`config.mk`:
```
export PLATFORM = sky130hd
export DESIGN_NAME = ps2_kbd
export DESIGN_NICKNAME = d
export VERILOG_FILES = /design/src/rtl/ps2_kbd.sv
export SDC_FILE = /design/constraint.sdc
export NUM_CORES = 1
export LEC_CHECK = 0
export BUFFER_PORTS_ARGS = -buffer_cell sky130_fd_sc_hd__clkbuf_2
export CAP_MARGIN = 20
export CORE_UTILIZATION = 59
export CTS_BUF_LIST = sky130_fd_sc_hd__clkbuf_2
export DETAILED_ROUTE_END_ITERATION = 8
export GPL_TIMING_DRIVEN = 0
export MAX_ROUTING_LAYER = met4
export PLACE_DENSITY_LB_ADDON = 0.15
export SLEW_MARGIN = 20
export SYNTH_ARGS = -nofsm -noshare
export SYNTH_HDL_FRONTEND = slang
export SYNTH_SLANG_ARGS = --single-unit
```
`constraint.sdc`:
```
create_clock -name clock -period 3.71 [get_ports clock]
set_input_delay 0.5565 -clock clock [delete_from_list [all_inputs] [get_ports clock]]
set_output_delay 0.5565 -clock clock [all_outputs]
set_load 0.02 [all_outputs]
```
`src/rtl/ps2_kbd.sv`:
```
// PS/2 keyboard receiver: pin synchronizers, 11-bit frame deframer with timeout,
// and a scan-code FIFO read through a two-register memory-mapped window.
module ps2_kbd #(
    parameter int FIFO_DEPTH     = 8,
    parameter int TIMEOUT_CYCLES = 20000
) (
    input  logic        clock,
    input  logic        reset,
    input  logic        ps2_clk,
    input  logic        ps2_dat,
    input  logic        sel,
    input  logic        re,
    input  logic [31:0] addr,
    output logic [31:0] dout
);

    localparam int AW = (FIFO_DEPTH > 1) ? $clog2(FIFO_DEPTH) : 1;
    localparam int CW = AW + 1;
    localparam int TW = $clog2(TIMEOUT_CYCLES + 1);

    typedef enum logic [1:0] {IDLE, DATA, PARITY, STOP} state_t;

    // Bit 0 carries the PS/2 clock, bit 1 the PS/2 data; both idle high.
    logic [1:0] sync1_reg, sync2_reg;
    logic       clk_hist_reg;
    logic       fall, dat;

    state_t         state_reg, state_next;
    logic [7:0]     shift_reg, shift_next;
    logic [2:0]     bit_cnt_reg, bit_cnt_next;
    logic           parity_reg, parity_next;
    logic [TW-1:0]  tmo_reg, tmo_next;
    logic           push, frame_evt;

    logic [7:0]     mem [FIFO_DEPTH];
    logic [AW-1:0]  rd_ptr_reg, wr_ptr_reg;
    logic [CW-1:0]  count_reg;
    logic           overflow_reg, frame_err_reg;
    logic           nonempty, full, pop, stat_rd, push_ok, ovf_evt;
    logic [7:0]     count_lo;
    logic           unused_addr;

    assign unused_addr = ^{addr[31:3], addr[1:0]};

    always_ff @(posedge clock) begin
        if (!reset) begin
            sync1_reg    <= 2'b11;
            sync2_reg    <= 2'b11;
            clk_hist_reg <= 1'b1;
        end else begin
            sync1_reg    <= {ps2_dat, ps2_clk};
            sync2_reg    <= sync1_reg;
            clk_hist_reg <= sync2_reg[0];
        end
    end

    assign fall = clk_hist_reg & ~sync2_reg[0];
    assign dat  = sync2_reg[1];

    always_ff @(posedge clock) begin
        if (!reset) begin
            state_reg   <= IDLE;
            shift_reg   <= '0;
            bit_cnt_reg <= '0;
            parity_reg  <= 1'b0;
            tmo_reg     <= '0;
        end else begin
            state_reg   <= state_next;
            shift_reg   <= shift_next;
            bit_cnt_reg <= bit_cnt_next;
            parity_reg  <= parity_next;
            tmo_reg     <= tmo_next;
        end
    end

    always_comb begin
        state_next   = state_reg;
        shift_next   = shift_reg;
        bit_cnt_next = bit_cnt_reg;
        parity_next  = parity_reg;
        tmo_next     = tmo_reg + 1'b1;
        push         = 1'b0;
        frame_evt    = 1'b0;
        if (state_reg == IDLE) tmo_next = '0;
        if (fall) begin
            tmo_next = '0;
            case (state_reg)
                IDLE: begin
                    if (!dat) begin
                        shift_next   = '0;
                        bit_cnt_next = '0;
                        state_next   = DATA;
                    end
                end
                DATA: begin
                    shift_next   = {dat, shift_reg[7:1]};
                    bit_cnt_next = bit_cnt_reg + 3'd1;
                    if (bit_cnt_reg == 3'd7) state_next = PARITY;
                end
                PARITY: begin
                    parity_next = dat;
                    state_next  = STOP;
                end
                STOP: begin
                    // Odd parity over data+parity, plus a high stop bit.
                    if ((^shift_reg ^ parity_reg) && dat) push = 1'b1;
                    else frame_evt = 1'b1;
                    state_next = IDLE;
                end
                default: state_next = IDLE;
            endcase
        end else if (state_reg != IDLE && tmo_reg == TW'(TIMEOUT_CYCLES - 1)) begin
            state_next = IDLE;
            frame_evt  = 1'b1;
            shift_next = '0;
            tmo_next   = '0;
        end
    end

    assign nonempty = (count_reg != '0);
    assign full     = (count_reg == CW'(FIFO_DEPTH));
    assign pop      = sel & re & ~addr[2] & nonempty;
    assign stat_rd  = sel & re & addr[2];
    assign push_ok  = push & (~full | pop);
    assign ovf_evt  = push & full & ~pop;
    assign count_lo = 8'(count_reg);

    always_ff @(posedge clock) begin
        if (push_ok) mem[wr_ptr_reg] <= shift_reg;
    end

    always_ff @(posedge clock) begin
        if (!reset) begin
            rd_ptr_reg    <= '0;
            wr_ptr_reg    <= '0;
            count_reg     <= '0;
            overflow_reg  <= 1'b0;
            frame_err_reg <= 1'b0;
        end else begin
            if (push_ok) wr_ptr_reg <= wr_ptr_reg + 1'b1;
            if (pop)     rd_ptr_reg <= rd_ptr_reg + 1'b1;
            case ({push_ok, pop})
                2'b10:   count_reg <= count_reg + 1'b1;
                2'b01:   count_reg <= count_reg - 1'b1;
                default: count_reg <= count_reg;
            endcase
            // A new event on the same edge as a status read keeps the bit set.
            if (ovf_evt)      overflow_reg <= 1'b1;
            else if (stat_rd) overflow_reg <= 1'b0;
            if (frame_evt)    frame_err_reg <= 1'b1;
            else if (stat_rd) frame_err_reg <= 1'b0;
        end
    end

    always_comb begin
        dout = '0;
        if (sel) begin
            if (addr[2])
                dout = {16'b0, count_lo, 5'b0, frame_err_reg, overflow_reg, nonempty};
            else if (nonempty)
                dout = {23'b0, 1'b1, mem[rd_ptr_reg]};
        end
    end

endmodule

```
## Yosys cells after proc, flatten, opt, wreduce, memory -nomap -nowiden

Memory sizes are Yosys's and may differ from the RTL's. A register that Yosys moved wholly into a read port is not among the register bits.
Cells that the tools add are included.

- Bitwise operators: 15
- Eq/ne operators: 12
- Add/sub/neg operators: 6
- Multiplexer cells: 29
- Reductions and logical operators: 16

Operator list:

| kind | count |
|---|---|
| two-way mux 12 bit | 2 |
| two-way mux 8 bit | 3 |
| one-hot mux 8 bit (2 select lines) | 1 |
| adder 15 x 1 -> 15 bit, second input constant | 1 |
| equality test 15 bit, second input constant | 1 |
| two-way mux 1 bit | 12 |
| nonzero test 2 bit | 6 |
| adder 3 x 1 -> 3 bit, second input constant | 3 |
| two-way mux 3 bit | 3 |
| two-way mux 9 bit | 1 |
| AND reduction 3 bit | 3 |
| bitwise AND 1 bit | 8 |
| two-way mux 2 bit | 4 |
| one-hot mux 2 bit (4 select lines) | 1 |
| one-hot mux 4 bit (2 select lines) | 1 |
| parity 8 bit | 1 |
| equality test 2 bit, second input constant | 3 |
| != test 3 bit, second input constant | 2 |
| one-hot mux 3 bit (2 select lines) | 1 |
| NOT 1 bit | 5 |
| adder 4 x 1 -> 4 bit, second input constant | 1 |
| equality test 2 x 1 -> 1 bit, second input constant | 2 |
| equality test 4 bit, second input constant | 1 |
| nonzero test 4 bit | 1 |
| other kinds (10) | 11 |

- Register bits after elaboration: 46
- Memory bits (writable): 64
- Memories: 1
- Input bits: 38

Memory list:

| name | words | width | rd ports | clocked after memory_dff | write ports | RTL line | text |
|---|---|---|---|---|---|---|---|
| mem | 8 | 8 | 1 | 1 | 1 | 35 | `logic [7:0] mem [FIFO_DEPTH];` |

## Longest topological paths before layout

- Depth in word-level cells: 9
- Mapped depth: 11
- Gate-level depth less buffers: 11

## Worst setup path after synthesis

Ideal clock, no wire load.

- Path type: reg-to-reg
- Start: register shift_reg[1]
- End: memory mem[0][0] (enable)
- Path slack: 0.971 ns
- Path buffers: 0
- Arrival: 2.345 ns
- Cell stages (with the launch flop): 6
- Required time: 3.315 ns
- Path through: dfxtp_1 -> xor2_1 -> xnor3_2 -> mux2i_4 -> o21ai_4 -> nor4_1

- Word-level cells in the longest chain between the ends: 9

Ends and longest elaborated chain:

| what | RTL line | text |
|---|---|---|
| from (decl) | 29 | `logic [7:0] shift_reg, shift_next;` |
| from (signal assigned) | 69 | `shift_reg <= shift_next;` |
| parity 8 bit | 106 | `if ((^shift_reg ^ parity_reg) && dat) push = 1'b1;` |
| bitwise XOR 1 bit | 106 |  |
| logical AND 1 bit | 106 |  |
| two-way mux 1 bit | 106 |  |
| two-way mux 1 bit | 87 | `case (state_reg)` |
| two-way mux 1 bit | 85 | `if (fall) begin` |
| bitwise AND 1 bit | 124 | `assign push_ok = push & (~full \| pop);` |
| two-way mux 1 bit | 129 | `if (push_ok) mem[wr_ptr_reg] <= shift_reg;` |
| two-way mux 1 bit (implied by the code) | 129 |  |
| to (decl) | 35 |  |

No other way between the ends.

==> run_results.csv <==
group,metric,value,unit
sta,finalCritPeriodShare,89.3,%
pwr,powerDensity,399,mW/mm²
cells_and_area,syn_to_final_growth,11.6,%
sta,final.setup.tns,0,ns
cells_and_area,drive_gt1_share,20.9,%
clock_network,clk_pin_slew_worst_paths,0.18,ns
clock_network,cts.path.max_buffers,2,
synthesis,synth_ff_type,"edfxtp_1",
setup_path,r2r_slack,0.58,ns
setup_path,r2r-start,"shift_reg[7]$_SDFFE_PN0P_",
cells_and_area,postLayoutCoreUtil,67.7,%
route,drtPass1Iterations,4,
min_path,hp-class,"primary input to register",
cells_and_area,finalInstanceArea,0.00554,mm²
pwr,p_total,0.00221,W
synthesis,synth_top_area_cell,"edfxtp_1",
sta,relSlewSlack,40.8,%
setup_path,cp_data_required_time,3.15,ns
synthesis,ys_seq_area_share,58.5,%
route,drtIter0Drc,201,
setup_path,reg2reg_to,"mem[5][6]$_DFFE_PP_",
setup_path,critPathLaunchType,"register",
cells_and_area,antenna_cells,0,
cells_and_area,fin_nets,495,
setup_path,crit_type,"register to primary output",
synthesis,synth_edf_count,64,
sta,fmax,302,MHz
setup_path,cp_slowest_cell,"mux4_2",
pwr,leakage,1.98,nW
cells_and_area,layout.cells.non_filler,565,
sta,maxSlewViolCount,0,
synthesis,synthDistinctLibCells,49,
synthesis,synth_warnings,0,
clock_network,hold_buffers,0,
setup_path,crit_fanout,10,
synthesis,synth_area_leaders,"edfxtp_1 (39%), dfxtp_1 (20%), mux4_2 (7.3%)",
pwr,ir_drop,0.231,mV
synthesis,yosysMostFrequentCell,"edfxtp_1",
synthesis,netlist_instances,390,
job,max-cap-violations,0,
placed_design,place_congestion,0.785,
route,drc,0,
grt,antenna_found_initial,0,
grt,grt_max_degree,17,
setup_path,critPathArrivalTime,2.76,ns
setup_path,max_stage_delay,0.54,ns
clock_network,cts-root-buf,"clkbuf_2",
synthesis,ys_seq_elements,113,
grt,grt_overflow_total,0,
grt,gr-usage-all-layers,22.3,%
setup_path,cp_cell_sequence,"clkbuf_1, buf_2, mux4_2, mux2i_1, nor2_1, clkbuf_2",
route,via_count,2999,
floorplanning,fp.dieW,93.7,µm
outcome,status,"completed",
sta,hold_viol,0,
placed_design,port_buffers,18,
clock_network,cts_tree,"yes",
clock_network,cts.sink_count,113,
setup_path,end_kind,"primary output",
setup_path,cp_top_family,"buffers and inverters",
floorplanning,rows,33,
route,antenna_left,0,
grt,grt_first_pass_wirelength,13900,µm
clock_network,numCtsBuffers,17,
placed_design,placed_area,0.00528,mm²
route,wire_per_inst,15.2,µm
cells_and_area,largest_reg_flops,64,
sta,clock_skew,0.0278,ns
sta,setup_viol,0,
clock_network,insertion_delay,0.63,ns
clock_network,ctsResizeCount,0,
floorplanning,ios,70,
min_path,holdPathEnd,"sync1_reg[1]$_SDFF_PN1_",
clock_network,cts_setup_buffers,0,
floorplanning,core-area,0.00818,mm²
floorplanning,die_area,0.00878,mm²
min_path,whs_path_depth,2,
placed_design,dpl.cell_count,533,
floorplanning,die_h,93.7,µm
synthesis,async_flop_share,0,%
sta,tightest_slew,0.885,ns
placed_design,dpl.hpwl,5860,µm
synthesis,netlist_area,0.00496,mm²
sta,rsz0062_at_grt,"no",
route,vias_per_cell,5.31,
setup_path,rr_worst_depth,6,
floorplanning,start_util,60.7,%
synthesis,netlist_top_cells_count,"edfxtp_1 (64), dfxtp_1 (49), nand2_1 (31)",
sta,fin_crit,3.31,ns
synthesis,avgSynthCellArea,12.7,µm²
setup_path,cp_num_buf_inv,3,
grt,grt_pass1_vias,2868,
synthesis,synth_top_area_share,38.7,%
clock_network,cts-htree-levels,4,
min_path,hold_start,"ps2_dat",
route,wl,8590,µm
stage by stage:
stage | setup slack (ns) | hold WS (ns)
after floorplan | 0.971 | 0.386
after global placement | 0.00309 | 0.389
after detailed placement | 0.608 | 0.393
after CTS | 0.235 | 0.0299
after global routing | 0.0848 | 0.00981
final | 0.397 | 0.0974
worst max path at each step:
stage	end	cells after the start
finish	dout[6]	6
global placement	mem[0][5]$_DFFE_PP_	5
floorplan	mem[0][0]$_DFFE_PP_	5
detailed placement	mem[5][5]$_DFFE_PP_	6
global route	dout[5]	6
CTS	dout[6]	6
area by class of cell:
type | instances | area (µm²)
well taps | 105 | 131
clock buffers | 17 | 85.1
clock inverters | 15 | 168
fillers | 622 | 2640
inverters | 8 | 30.0
plain buffers | 34 | 204
repair buffers | 19 | 97.6
flip-flops and latches | 113 | 2900
multi-input cells | 254 | 1920
layout by cell type, fill, tap and decap left out, types with 4 or more instances in the layout:
cell type,synthesis,layout
a21boi_0,10,10
a32oi_1,4,4
and2_1,11,11
and3_1,7,7
buf_4,20,21
clkbuf_1,12,12
clkbuf_2,0,35
clkinvlp_4,0,4
conb_1,1,20
dfxtp_1,49,49
edfxtp_1,64,64
ha_1,10,10
inv_1,8,8
mux2i_1,8,8
mux4_2,16,16
nand2_1,31,31
nand2b_1,9,9
nand3_1,16,16
nand4_1,7,7
nor2_1,30,30
nor2b_1,10,10
nor3_2,1,4
xnor2_1,13,13
xor2_1,11,11
cells by family (layout without fill, tap and decap cells):
family          Yosys count  after routing  share of synthesized area (%)
compound gates           31             31                           4.72
xor+xnor                 26             26                           5.20
simple gates            140            140                           14.5
buf+inv                  42             93                           4.72
fa+ha+maj                10             10                           2.52
other cells               1             20                         0.0756
mux                      27             27                           9.79
flops                   113            113                           58.5
metal layers:
metal	up-vias	global-route usage, %	part of all wire (%)
li1	1485	-	-
met1	1440	28.5	45
met2	68	34.3	50
met3	6	6.31	4.7
met4	0	8.08	0.84
met5	-	-	0
power breakdown:
| group | internal [W] | leakage (nW) | total [W] | switching [W] |
|---|---|---|---|---|
| Combinational | 0.0000236 | 0.848 | 0.0000597 | 0.0000361 |
| Sequential | 0.00131 | 0.988 | 0.00131 | 0.00000148 |
| Clock | 0.000369 | 0.139 | 0.000834 | 0.000466 |
No activity file was read; power rests on OpenSTA's default activity.
